[src/rtl/usr_shift_ctrl.sv]
// Command-driven sequencer for an external 4-bit universal shift register.
// It accepts load, shift and readback commands and reports the register contents when each one finishes.
module usr_shift_ctrl (
    input  logic       clk,
    input  logic       rst,
    input  logic       cmd_valid,
    output logic       cmd_ready,
    input  logic [1:0] cmd_op,
    input  logic [2:0] cmd_amt,
    input  logic [3:0] cmd_data,
    output logic [1:0] usr_cnt,
    output logic [3:0] usr_in,
    input  logic [3:0] usr_q,
    output logic       done,
    output logic [3:0] result,
    output logic       busy
);

    typedef enum logic [1:0] {
        IDLE,
        LOAD,
        SHIFT,
        CAPTURE
    } state_t;

    localparam logic [1:0] OP_NOP  = 2'b00;
    localparam logic [1:0] OP_SHL  = 2'b10;
    localparam logic [1:0] OP_LOAD = 2'b11;

    localparam logic [1:0] MODE_HOLD = 2'b00;
    localparam logic [1:0] MODE_SHR  = 2'b01;
    localparam logic [1:0] MODE_SHL  = 2'b10;
    localparam logic [1:0] MODE_LOAD = 2'b11;

    state_t     state;
    state_t     state_nxt;
    logic [2:0] cnt;
    logic [1:0] op_q;
    logic [3:0] data_q;
    logic       accept;

    assign accept = cmd_valid & cmd_ready;

    always_ff @(posedge clk or posedge rst) begin
        if (rst) begin
            state <= IDLE;
        end else begin
            state <= state_nxt;
        end
    end

    // Command latch, shift down-counter and the captured result
    always_ff @(posedge clk or posedge rst) begin
        if (rst) begin
            cnt    <= 3'd0;
            op_q   <= OP_NOP;
            data_q <= 4'd0;
            result <= 4'd0;
            done   <= 1'b0;
        end else begin
            done <= (state == CAPTURE);
            if (accept) begin
                cnt    <= cmd_amt;
                op_q   <= cmd_op;
                data_q <= cmd_data;
            end else if (state == SHIFT) begin
                cnt <= cnt - 3'd1;
            end
            if (state == CAPTURE) begin
                result <= usr_q;
            end
        end
    end

    always_comb begin
        state_nxt = state;
        case (state)
            IDLE: begin
                if (accept) begin
                    if (cmd_op == OP_LOAD) begin
                        state_nxt = LOAD;
                    end else if ((cmd_op != OP_NOP) && (cmd_amt != 3'd0)) begin
                        state_nxt = SHIFT;
                    end else begin
                        state_nxt = CAPTURE;
                    end
                end
            end
            LOAD: begin
                state_nxt = CAPTURE;
            end
            // Exit on the last shift cycle; the guard also covers a zero count
            SHIFT: begin
                if (cnt <= 3'd1) begin
                    state_nxt = CAPTURE;
                end
            end
            CAPTURE: begin
                state_nxt = IDLE;
            end
            default: begin
                state_nxt = IDLE;
            end
        endcase
    end

    always_comb begin
        cmd_ready = (state == IDLE);
        busy      = (state != IDLE);
        usr_cnt   = MODE_HOLD;
        usr_in    = 4'd0;
        case (state)
            LOAD: begin
                usr_cnt = MODE_LOAD;
                usr_in  = data_q;
            end
            SHIFT: begin
                usr_cnt = (op_q == OP_SHL) ? MODE_SHL : MODE_SHR;
            end
            default: begin
                usr_cnt = MODE_HOLD;
            end
        endcase
    end

endmodule
[config.mk]
export PLATFORM = sky130hd
export DESIGN_NAME = usr_shift_ctrl
export DESIGN_NICKNAME = d
export VERILOG_FILES = /design/src/rtl/usr_shift_ctrl.sv
export SDC_FILE = /design/constraint.sdc
export NUM_CORES = 1
export LEC_CHECK = 0
export BUFFER_PORTS_ARGS = -buffer_cell sky130_fd_sc_hd__buf_2
export CELL_PAD_IN_SITES_DETAIL_PLACEMENT = 1
export CELL_PAD_IN_SITES_GLOBAL_PLACEMENT = 1
export CORE_AREA = 2 2 50 61
export CTS_CLUSTER_DIAMETER = 100
export CTS_CLUSTER_SIZE = 40
export DETAILED_ROUTE_END_ITERATION = 10
export DIE_AREA = 0 0 52 63
export PLACE_DENSITY = 0.69
export SYNTH_ARGS = -nofsm -noshare
export SYNTH_HDL_FRONTEND = slang
export SYNTH_SLANG_ARGS = --single-unit
export TNS_END_PERCENT = 5
[constraint.sdc]
create_clock -name clk -period 1.6 [get_ports clk]
set_clock_uncertainty 0.15 [all_clocks]
set_input_delay 0.24 -clock clk [delete_from_list [all_inputs] [get_ports clk]]
set_output_delay 0.24 -clock clk [all_outputs]
set_load 0.05 [all_outputs]
# --- Word level (Yosys, flattened, before mapping) ---
# Index checks and enable logic that the tools add are counted.
totals:
  latch_bits: 0
  n_memories: 0
  rom_bits: 0
  out_inout_bits: 13
  mem_bits_rw: 0
  input_bits: 16
  wordCells: 33
  regBits: 16
classes:
  multipliers: 0
  addsub: 1
  eq_ne: 7
  shift: 0
  n_div: 0
  n_reduce_logical: 7
  order_cmp: 1
  bitwise: 1
  mux: 10
op_table:
  columns: ["op", "count"]
  rows:
  - ["$eq 2x2->1 const B", 4]
  - ["$mux 2", 4]
  - ["$pmux 2 s4", 1]
  - ["$mux 3", 2]
  - ["$reduce_bool 2->1", 3]
  - ["$mux 4", 1]
  - ["$ne 2x1->1 const B", 2]
  - ["$pmux 2 s2", 1]
  - ["$le 3x1->1 const B", 1]
  - ["$reduce_bool 3->1", 1]
  - ["$sub 3x1->3 const B", 1]
  - ["$eq 2x1->1 const B", 1]
  - ["$logic_not 2->1", 1]
  - ["$reduce_and 2->1", 1]
  - ["$and 1x1->1", 1]
  - ["$logic_and 1x1->1", 1]
  - ["$mux 1", 1]

# --- Depth between registers and ports, before layout ---
# Gate-level depths: netlist of run 1.
depth:
  ltp_word: 6
  ltp_mapped: 6
  depth_no_buf: 5

# --- Worst setup path before layout of run 1 ---
# Ideal clock, no wire load.
synth_timing:
  path_type: "reg2reg"
  start: "register state[0]"
  end: "register cnt[1]"
  period_less_slack_ns: 1.914
  n_path_buf: 1
  required_ns: 1.325
  t_arrival_ns: 1.639
  path_slack_ns: -0.314
  path_stages_with_launch: 6
  setup_ns: 0.125
  path_cell_list: "dfrtp_1 inv_1 ha_1 nand2_2 buf_6 mux2_4"
synth_between:
  elab_chain_cells: 3
  word_cells_on_any_way: 5
  cone_classes: "eq/ne (1); mux (1); bitwise (1); reduce/logical (2)"
synth_lines:
  columns: ["element", "line", "rtl"]
  rows:
  - ["from (decl)", "35", "state_t state;"]
  - ["from (signal assigned)", "48", "state <= state_nxt;"]
  - ["$logic_not 2->1 (*)", "108", "cmd_ready = (state == IDLE);"]
  - ["net cmd_ready", "7", "output logic cmd_ready,"]
  - ["$and 1x1->1 (*)", "42", "assign accept = cmd_valid & cmd_ready;"]
  - ["$mux 3 or $reduce_bool 2->1 (tied branches)", null, null]
  - ["to (signal assigned)", "63", "cnt <= cmd_amt;"]
  - ["to (signal assigned)", "67", "cnt <= cnt - 3'd1;"]
  - ["to (decl)", "37", "logic [2:0] cnt;"]
# The timed path passes the listed nets; every way through them passes the cells marked *.
# A chain may end at the register's enable or synchronous reset.

# --- Worst setup path in the final report of run 1 ---
layout_timing:
  start: "register state[0]"
  end: "output port usr_cnt[0]"
layout_between:
  elab_chain_cells: 2
  word_cells_on_any_way: 3
  cone_classes: "eq/ne (2); mux (1)"
layout_lines:
  columns: ["element", "line", "rtl"]
  rows:
  - ["$eq 2x2->1 or $eq 2x1->1 (tied branches)", "112", "case (state)"]
  - ["$pmux 2 s2 (*)", "112", null]
  - ["to (decl)", "11", "output logic [1:0] usr_cnt,"]
# Every way passes the cells marked *; elsewhere a longest branch is shown, timed or not.

==> out/metrics.cfg, run 1 <==
[cts]
cts_tree = yes
cts_made_buffers = 3
cts_max_level = 1
cts.path.max_buffers = 2
cts_sinks = 16
path_clk_slew_ns = 0.10
insertion_delay_ns = 0.30
cts_root_buffer = clkbuf_4

[logic_synthesis]
synth_top_area_share_pct = 46.85
synthesis.nets = 95
synth.distinct_cells = 24
netlist_instances = 73
synth.area.top_cells = dfrtp_1 47%, ha_1 8.8%, mux2_4 8.8%
yosysWarnings = 0
synth.avg_cell_area_um2 = 11.71
synth.ff_latch_count = 16
synthesis.area_um2 = 854.6
synth.largest_area_cell = dfrtp_1
yosysSeqAreaShare_pct = 46.85

[global_routing]
grt_pass1_wl_um = 3450
antenna_found_initial = 0
track_usage_pct = 14.34
grt_pass1_vias = 764
grt_max_degree = 17
grt_overflow = 0

[routing]
vias_per_cell = 4.660
first_iter_violations = 12
drt-total-wl_um = 2168
drt_pass1_iterations = 4
drc = 0
num_vias = 699
ant_nets = 0
post_drt_wl_per_cell_um = 14.45

[sta]
slew_violations = 0
worst_slack_ns = -0.2070
fin_crit_sh_pct = 112.9
worstMarginPinSlew_ns = 0.3203
fin_tns_setup_ns = -1.391
grt_setup_unrepaired = yes
fmaxAchievable_mhz = 553.4
slew_headroom_pct = 78.61
hold_viol_final = 0
min_period_ns = 1.807
setup_viol = 10

[placed_design]
hpwl_um = 1419
portBuffers = 28
dp_slack_ns = -0.04288
gp_congestion = 0.7530

[outcome]
violations = negative setup slack
status = complete, but fails checks

[worst_setup_path]
cp_data_required_time_ns = 1.21
crit_fanout = 6
critPathKind = reg -> out
critPathCaptureType = output port
arrival_ns = 1.42
start_kind = flip-flop

[final_layout]
multi_input_area_um2 = 474.2
drive_above_1_share_pct = 59.48
regArea_um2 = 400.4
fill_cells = 293
final_common_cell = buf_2
mostFrequentLayoutCells = 20 x buf_2, 16 x dfrtp_1, 9 x buf_4
final_nets = 139
antenna_cells = 0
area_growth_pct = 53.73

[floorplanning]
dieArea_mm2 = 0.003276
core.rowCount = 21
die_height_um = 63
die_x_um = 52
coreArea_mm2 = 0.002706
initial_utilization_pct = 31.58
io_pins = 29

[hold_path]
hp-class = in -> reg

[power]
power_density_mw_per_mm2 = 2493
p_leak_nw = 0.6420
max-vdd-ir-drop_v = 0.001359

[job]
drv_cap = 0

-- synthesized netlist by cell type --
cell      instances
dfrtp_1          16
ha_1              6
inv_1             6
mux2_2            6
mux2_4            5
nor2_1            5
a21oi_1           4
and2_1            4
nand2_1           3
a22oi_1           2
buf_6             2
xnor2_1           2
inv_2             1
nand2_2           1
nand2b_1          1
nor2b_1           1
nor3_1            1
o21a_1            1
o22ai_1           1
o311ai_1          1
o31a_1            1
o32ai_1           1
or2b_1            1
xor2_1            1
-- metrics by stage --
stage	utilization (%)	hold slack (ns)	total power [mW]	cell area [um2]	instances
2_1_floorplan	-	0.003740	2.068	859.6	73
3_3_place_gp	39.99	0.1076	2.411	1082	138
3_5_place_dp	39.99	0.1166	2.465	1082	138
4_1_cts	47.48	0.01660	3.190	1285	148
5_1_grt	48.54	0.01583	3.471	1314	150
6_report	48.54	0.02154	3.275	1314	150
-- cells by family (layout without fill, tap and decap cells) --
logic type / count (synthesis) / count (layout) / synth area share (%)
AND/OR/NAND/NOR: 17 / 17 / 10.10
flip-flops: 16 / 16 / 46.85
adder cells (fa/ha/maj): 6 / 6 / 8.785
AO/OA/AOI/OAI: 11 / 11 / 8.786
multiplexers: 11 / 11 / 16.69
XOR/XNOR: 3 / 3 / 3.075
buffers and inverters: 9 / 52 / 5.709
-- where the power goes --
part / internal, mW / leakage, nW / switching, mW / total, mW
Sequential: 0.617 / 0.186 / 0.137 / 0.754
Combinational: 1.04 / 0.435 / 1.20 / 2.24
Clock: 0.139 / 0.0210 / 0.143 / 0.281
Total: 1.79 / 0.642 / 1.48 / 3.27
-- per-layer routing --
metal  global-route usage (%)  vias up  wire length [um]
li1                         -      332                 -
met1                    16.92      338               853
met2                    24.68       24              1152
met3                    2.632        5               128
met4                    5.921        0                34
met5                        0        -                 0
-- worst max-delay path: stages, from the launching register on --
cell and delay, ns:
dfrtp_1 0.43, buf_4 0.16, ha_4 0.18, a21oi_2 0.16, nor2b_4 0.06, buf_8 0.15
-- sequential cells by signal (all words and copies together) (netlist names) --
name	flops
cnt	3
data_q	4
done	1
op_q	2
result	4
state	2
-- path summary, 6_finish.rpt --
check / start / cells past startpoint / slack [ns] / endpoint
setup / recovery: state[0] / 5 / -0.21 / usr_cnt[0]
hold / removal: cmd_data[3] / 2 / 0.02 / data_q[3]
setup reg to reg: state[0] / 6 / -0.06 / state[0]
hold reg to reg: data_q[3] / 1 / 0.36 / data_q[3]
max in group asynchronous: rst / 4 / 0.78 / data_q[3]
min in group asynchronous: rst / 4 / 0.33 / done
-- cell type report --
class                           count  area share (%)
Inverter                            7           2.000
Tap cell                           34           3.238
Timing Repair Buffer               41           25.43
Multi-Input combinational cell     48           36.10
Sequential cell                    16           30.48
Clock buffer                        4           2.762
-- what timing repair did --
item | in CTS | in global routing
setup endpoints to repair | 14 | 18
pin swaps | 4 | 2
resized for setup | 32 | 4
hold buffers | 1 | 0
hold endpoints to repair | 16 | 0
setup buffers | 5 | 2
(Power assumes the default switching activity.)
==> run 2: changes to the inputs <==
==> constraint.sdc (replaced) <==
create_clock -name clk -period 1.6 [get_ports clk]
set_clock_uncertainty 0.15 [all_clocks]
set_input_delay 0.32 -clock clk [delete_from_list [all_inputs] [get_ports clk]]
set_output_delay 0.32 -clock clk [all_outputs]
set_load 0.05 [all_outputs]
==> out/metrics.cfg, run 2 (synthesis gave the netlist of run 1 again) <==
[worst_setup_path]
start_kind = flip-flop
arrival_ns = 1.41
critPathKind = reg -> out
cp_data_required_time_ns = 1.13
critPathCaptureType = output port
crit_fanout = 3

[global_routing]
grt_max_degree = 17
antenna_found_initial = 0
grt_pass1_wl_um = 3353
track_usage_pct = 14.18
grt_overflow = 0
grt_pass1_vias = 733

[routing]
routed.top_layer = met4
drt-total-wl_um = 2089
wl_met1_um = 836
vias_per_cell = 4.649
post_drt_wl_per_cell_um = 14.11
wl_met3_um = 122
drt_pass1_iterations = 4
ant_nets = 0
drc = 0
first_iter_violations = 3
num_vias = 688
wl_met2_um = 1088

[power]
power_mw = 3.255
p_leak_nw = 0.6186
max-vdd-ir-drop_v = 0.001164
power_density_mw_per_mm2 = 2531

[floorplanning]
die_height_um = 63
io_pins = 29
coreArea_mm2 = 0.002706
core.rowCount = 21
dieArea_mm2 = 0.003276
die_x_um = 52
initial_utilization_pct = 31.58

[cts]
cts_max_level = 1
cts_made_buffers = 3
cts_tree = yes
path_clk_slew_ns = 0.09
insertion_delay_ns = 0.30
cts_root_buffer = clkbuf_4
cts_sinks = 16
cts.path.max_buffers = 2

[placed_design]
dp_slack_ns = -0.1417
post-place-cells = 139
portBuffers = 28
hpwl_um = 1481
gp_congestion = 0.6840
dpl-instance-area_mm2 = 0.001084

[sta]
fmaxAchievable_mhz = 532.0
setup_viol = 10
hold_slack_ns = 0.09586
fin_crit_sh_pct = 117.5
worst_slack_ns = -0.2797
slew_headroom_pct = 80.38
min_period_ns = 1.880
hold_viol_final = 0
grt_setup_unrepaired = yes
worstMarginPinSlew_ns = 0.2938
fin_tns_setup_ns = -1.705
slew_violations = 0

[outcome]
violations = negative setup slack
status = complete, but fails checks

[final_layout]
largestRegisters = data_q x4, result x4, cnt x3
utilization_pct = 47.53
mostFrequentLayoutCells = 20 x buf_2, 15 x dfrtp_1, 9 x buf_4
drive_above_1_share_pct = 60.53
final_nets = 137
fin_cells = 148
final_common_cell = buf_2
antenna_cells = 0
final_area_mm2 = 0.001286
area_growth_pct = 50.51

[job]
drv_cap = 0

[hold_path]
hp-class = in -> reg

run 2: path summary, 6_finish.rpt:
check	endpoint	slack, ns	from	cells after the start
max reg2reg	state[1]	-0.02	state[1]	6
max in group asynchronous	state[1]	0.68	rst	4
max	usr_cnt[1]	-0.28	state[0]	6
min	data_q[3]	0.1	cmd_data[3]	2
min in group asynchronous	data_q[2]	0.43	rst	4
min reg2reg	data_q[3]	0.36	data_q[3]	1
run 2: area by class of cell:
type	instances	area [um2]
Fill cell	296	1420
Multi-Input combinational cell	48	476.7
Sequential cell	16	401.6
Timing Repair Buffer	39	302.8
Tap cell	34	42.54
Clock buffer	4	36.28
Inverter	7	26.28
run 2: what timing repair did:
item	CTS	global route
pin swaps	2	0
endpoints found under the hold margin	16	0
endpoints found under the setup margin	10	17
setup buffers	4	0
hold buffers	1	0
gates resized for setup	33	2
run 2: metal layers:
layer / global-route usage, % / up-vias
li1: - / 331
met1: 15.17 / 329
met2: 23.89 / 23
met3: 5.024 / 5
met4: 6.908 / 0
met5: 0 / -
run 2: worst max-delay path, cell delays in order, from the launching register on:
cell	delay, ns
dfrtp_1	0.41
inv_2	0.11
ha_4	0.16
inv_2	0.05
nor2_2	0.11
o21a_4	0.14
buf_8	0.14
run 2: report_power, final:
| group | switching (mW) | internal (mW) |
|---|---|---|
| logic | 1.20 | 1.02 |
| registers | 0.136 | 0.620 |
| clock network | 0.135 | 0.139 |
| total | 1.47 | 1.78 |
==> run 3: changes to the inputs <==
Settings changed: ABC_AREA set to 1, ABC_CLOCK_PERIOD_IN_PS set to 1600, CORE_AREA 2 2 50 61 to 2 2 51 63, DIE_AREA 0 0 52 63 to 0 0 53 65.
==> out/metrics.cfg, run 3 <==
[outcome]
status = complete, but fails checks
violations = negative setup slack

[final_layout]
utilization_pct = 43.98
final_nets = 170
drive_above_1_share_pct = 44.52
area_growth_pct = 51.42
final_area_mm2 = 0.001271
largestRegisters = data_q x4, result x4, cnt x3
mostFrequentLayoutCells = 38 x nand2_1, 20 x buf_2, 16 x dfrtp_1
final_common_cell = nand2_1
fin_cells = 182
regArea_um2 = 400.4
multi_input_area_um2 = 439.2
fill_cells = 369
antenna_cells = 0

[routing]
ant_nets = 0
drc = 0
drt-total-wl_um = 2260
drt_pass1_iterations = 4
vias_per_cell = 4.396
post_drt_wl_per_cell_um = 12.42
first_iter_violations = 15
num_vias = 800

[sta]
worst_slack_ns = -0.2469
setup_viol = 8
slew_violations = 0
min_period_ns = 1.847
slew_headroom_pct = 83.09
fin_tns_setup_ns = -1.525
hold_viol_final = 0
worstMarginPinSlew_ns = 0.2555
fin_crit_sh_pct = 115.4
grt_setup_unrepaired = yes
fmaxAchievable_mhz = 541.5

[power]
clkPwrFrac_pct = 7.0
max-vdd-ir-drop_v = 0.001265
p_sw_mw = 1.536
swShare_pct = 50.38
p_leak_nw = 0.6855
p_int_mw = 1.513
p_comb_share_pct = 69.3
p_seq_share_pct = 23.7
power_density_mw_per_mm2 = 2399

[worst_setup_path]
critPathCaptureType = output port
cp_data_required_time_ns = 1.13
critPathKind = reg -> out
arrival_ns = 1.38
crit_family = flip-flops
crit_fanout = 2
cp_slowest_cell = dfrtp_1
start_kind = flip-flop
crit_path_max_incr_delay_ns = 0.40
cp_cell_sequence = inv_2 -> ha_4 -> inv_4 -> a21oi_4 -> buf_8
worst-path-buf-inv = 3

[global_routing]
grt_max_degree = 17
antenna_found_initial = 0
track_usage_pct = 14.69
grt_pass1_vias = 828
grt_pass1_wl_um = 3670
grt_overflow = 0

[cts]
cts_root_buffer = clkbuf_4
cts_max_level = 1
path_clk_slew_ns = 0.09
cts_sinks = 16
cts.path.max_buffers = 2
insertion_delay_ns = 0.28
cts_made_buffers = 3
cts_tree = yes

[floorplanning]
coreArea_mm2 = 0.002890
io_pins = 29
die_height_um = 65
dieArea_mm2 = 0.003445
core.rowCount = 22
initial_utilization_pct = 29.05
die_x_um = 53

[logic_synthesis]
synthesis.area_um2 = 839.6
yosysSeqAreaShare_pct = 47.69
synth.largest_area_cell = dfrtp_1
yosysWarnings = 0
netlist_instances = 104
synth.ff_latch_count = 16
synthFlopType = dfrtp_1
synth_top_area_share_pct = 47.69
synthTopCellsByCount = 42 x nand2_1, 17 x inv_1, 16 x dfrtp_1
synth.distinct_cells = 14
synthesis.nets = 126
synth_edf_count = 0
yosysMostFrequentCell = nand2_1
synth.area.top_cells = dfrtp_1 48%, nand2_1 19%, ha_1 8.9%
synthArstFlopShare_pct = 100.0
synth.avg_cell_area_um2 = 8.073

[placed_design]
dp_slack_ns = -0.04168
portBuffers = 28
post-place-cells = 175
hpwl_um = 1588
gp_congestion = 0.7589
dpl-instance-area_mm2 = 0.001101

[job]
drv_cap = 0

[hold_path]
hp-class = in -> reg

[run 3: kinds of logic after synthesis]
logic type	count (synthesis)	synth area share (%)
adder cells (fa/ha/maj)	6	8.942
flip-flops	16	47.69
multiplexers	4	5.365
AND/OR/NAND/NOR	52	24.29
AO/OA/AOI/OAI	7	4.619
XOR/XNOR	1	1.043
buffers and inverters	18	8.047
[run 3: final timing paths]
check	start	endpoint	slack, ns	cells past startpoint
worst min register to register	data_q[3]	data_q[3]	0.35	2
worst min-delay path	cmd_data[3]	data_q[3]	0.08	3
worst max-delay path	state[1]	usr_cnt[0]	-0.25	5
min in group asynchronous	rst	result[1]	0.43	4
worst max register to register	state[1]	state[0]	0.07	8
max in group asynchronous	rst	cnt[2]	0.68	4
[run 3: layout make-up]
type | instances | area share (%)
timing repair buffer | 39 | 22.83
inverter | 18 | 5.807
sequential | 16 | 31.50
tap | 36 | 3.543
multi-input combinational | 70 | 34.55
clock buffer | 3 | 1.772
[run 3: metal layers]
metal  part of all wire, %  vias to the layer above  GRT usage [%]
met1                    41                      382          17.98
met2                    54                       17          24.69
met5                     0                        -              0
met4                   1.1                        0          7.692
met3                   3.9                        2          1.613
li1                      -                      399              -
[run 3: power by group through the flow]
| stage | clock [mW] | combinational [mW] | sequential, mW |
|---|---|---|---|
| after detailed placement | 0 | 1.70 | 0.729 |
| after floorplan | 0 | 1.05 | 0.930 |
| after global routing | 0.238 | 2.29 | 0.750 |
| after global placement | 0 | 1.66 | 0.715 |
| final | 0.213 | 2.11 | 0.722 |
| after CTS | 0.228 | 1.98 | 0.719 |
[run 3: worst register-to-register path, delay by kind of cell, from the launching register on]
kind          cells  cell delay, ns
flops             1            0.42
simple gates      4            0.42
buf+inv           3            0.27
fa+ha+maj         1            0.18
[run 3: timing repair]
action,4_1_cts,5_1_grt
setup endpoints to repair,8,10
hold buffers,1,0
gates resized for setup,25,11
buffers inserted,2,1
gates cloned,0,0
pin swaps,2,3
endpoints found under the hold margin,16,0
[run 3: through the flow]
step | power, mW | hold slack (ns)
final | 3.049 | 0.07924
after global routing | 3.274 | 0.09013
after CTS | 2.923 | 0.07031
after detailed placement | 2.429 | 0.1946
after global placement | 2.377 | 0.1832
after floorplan | 1.982 | 0.08374
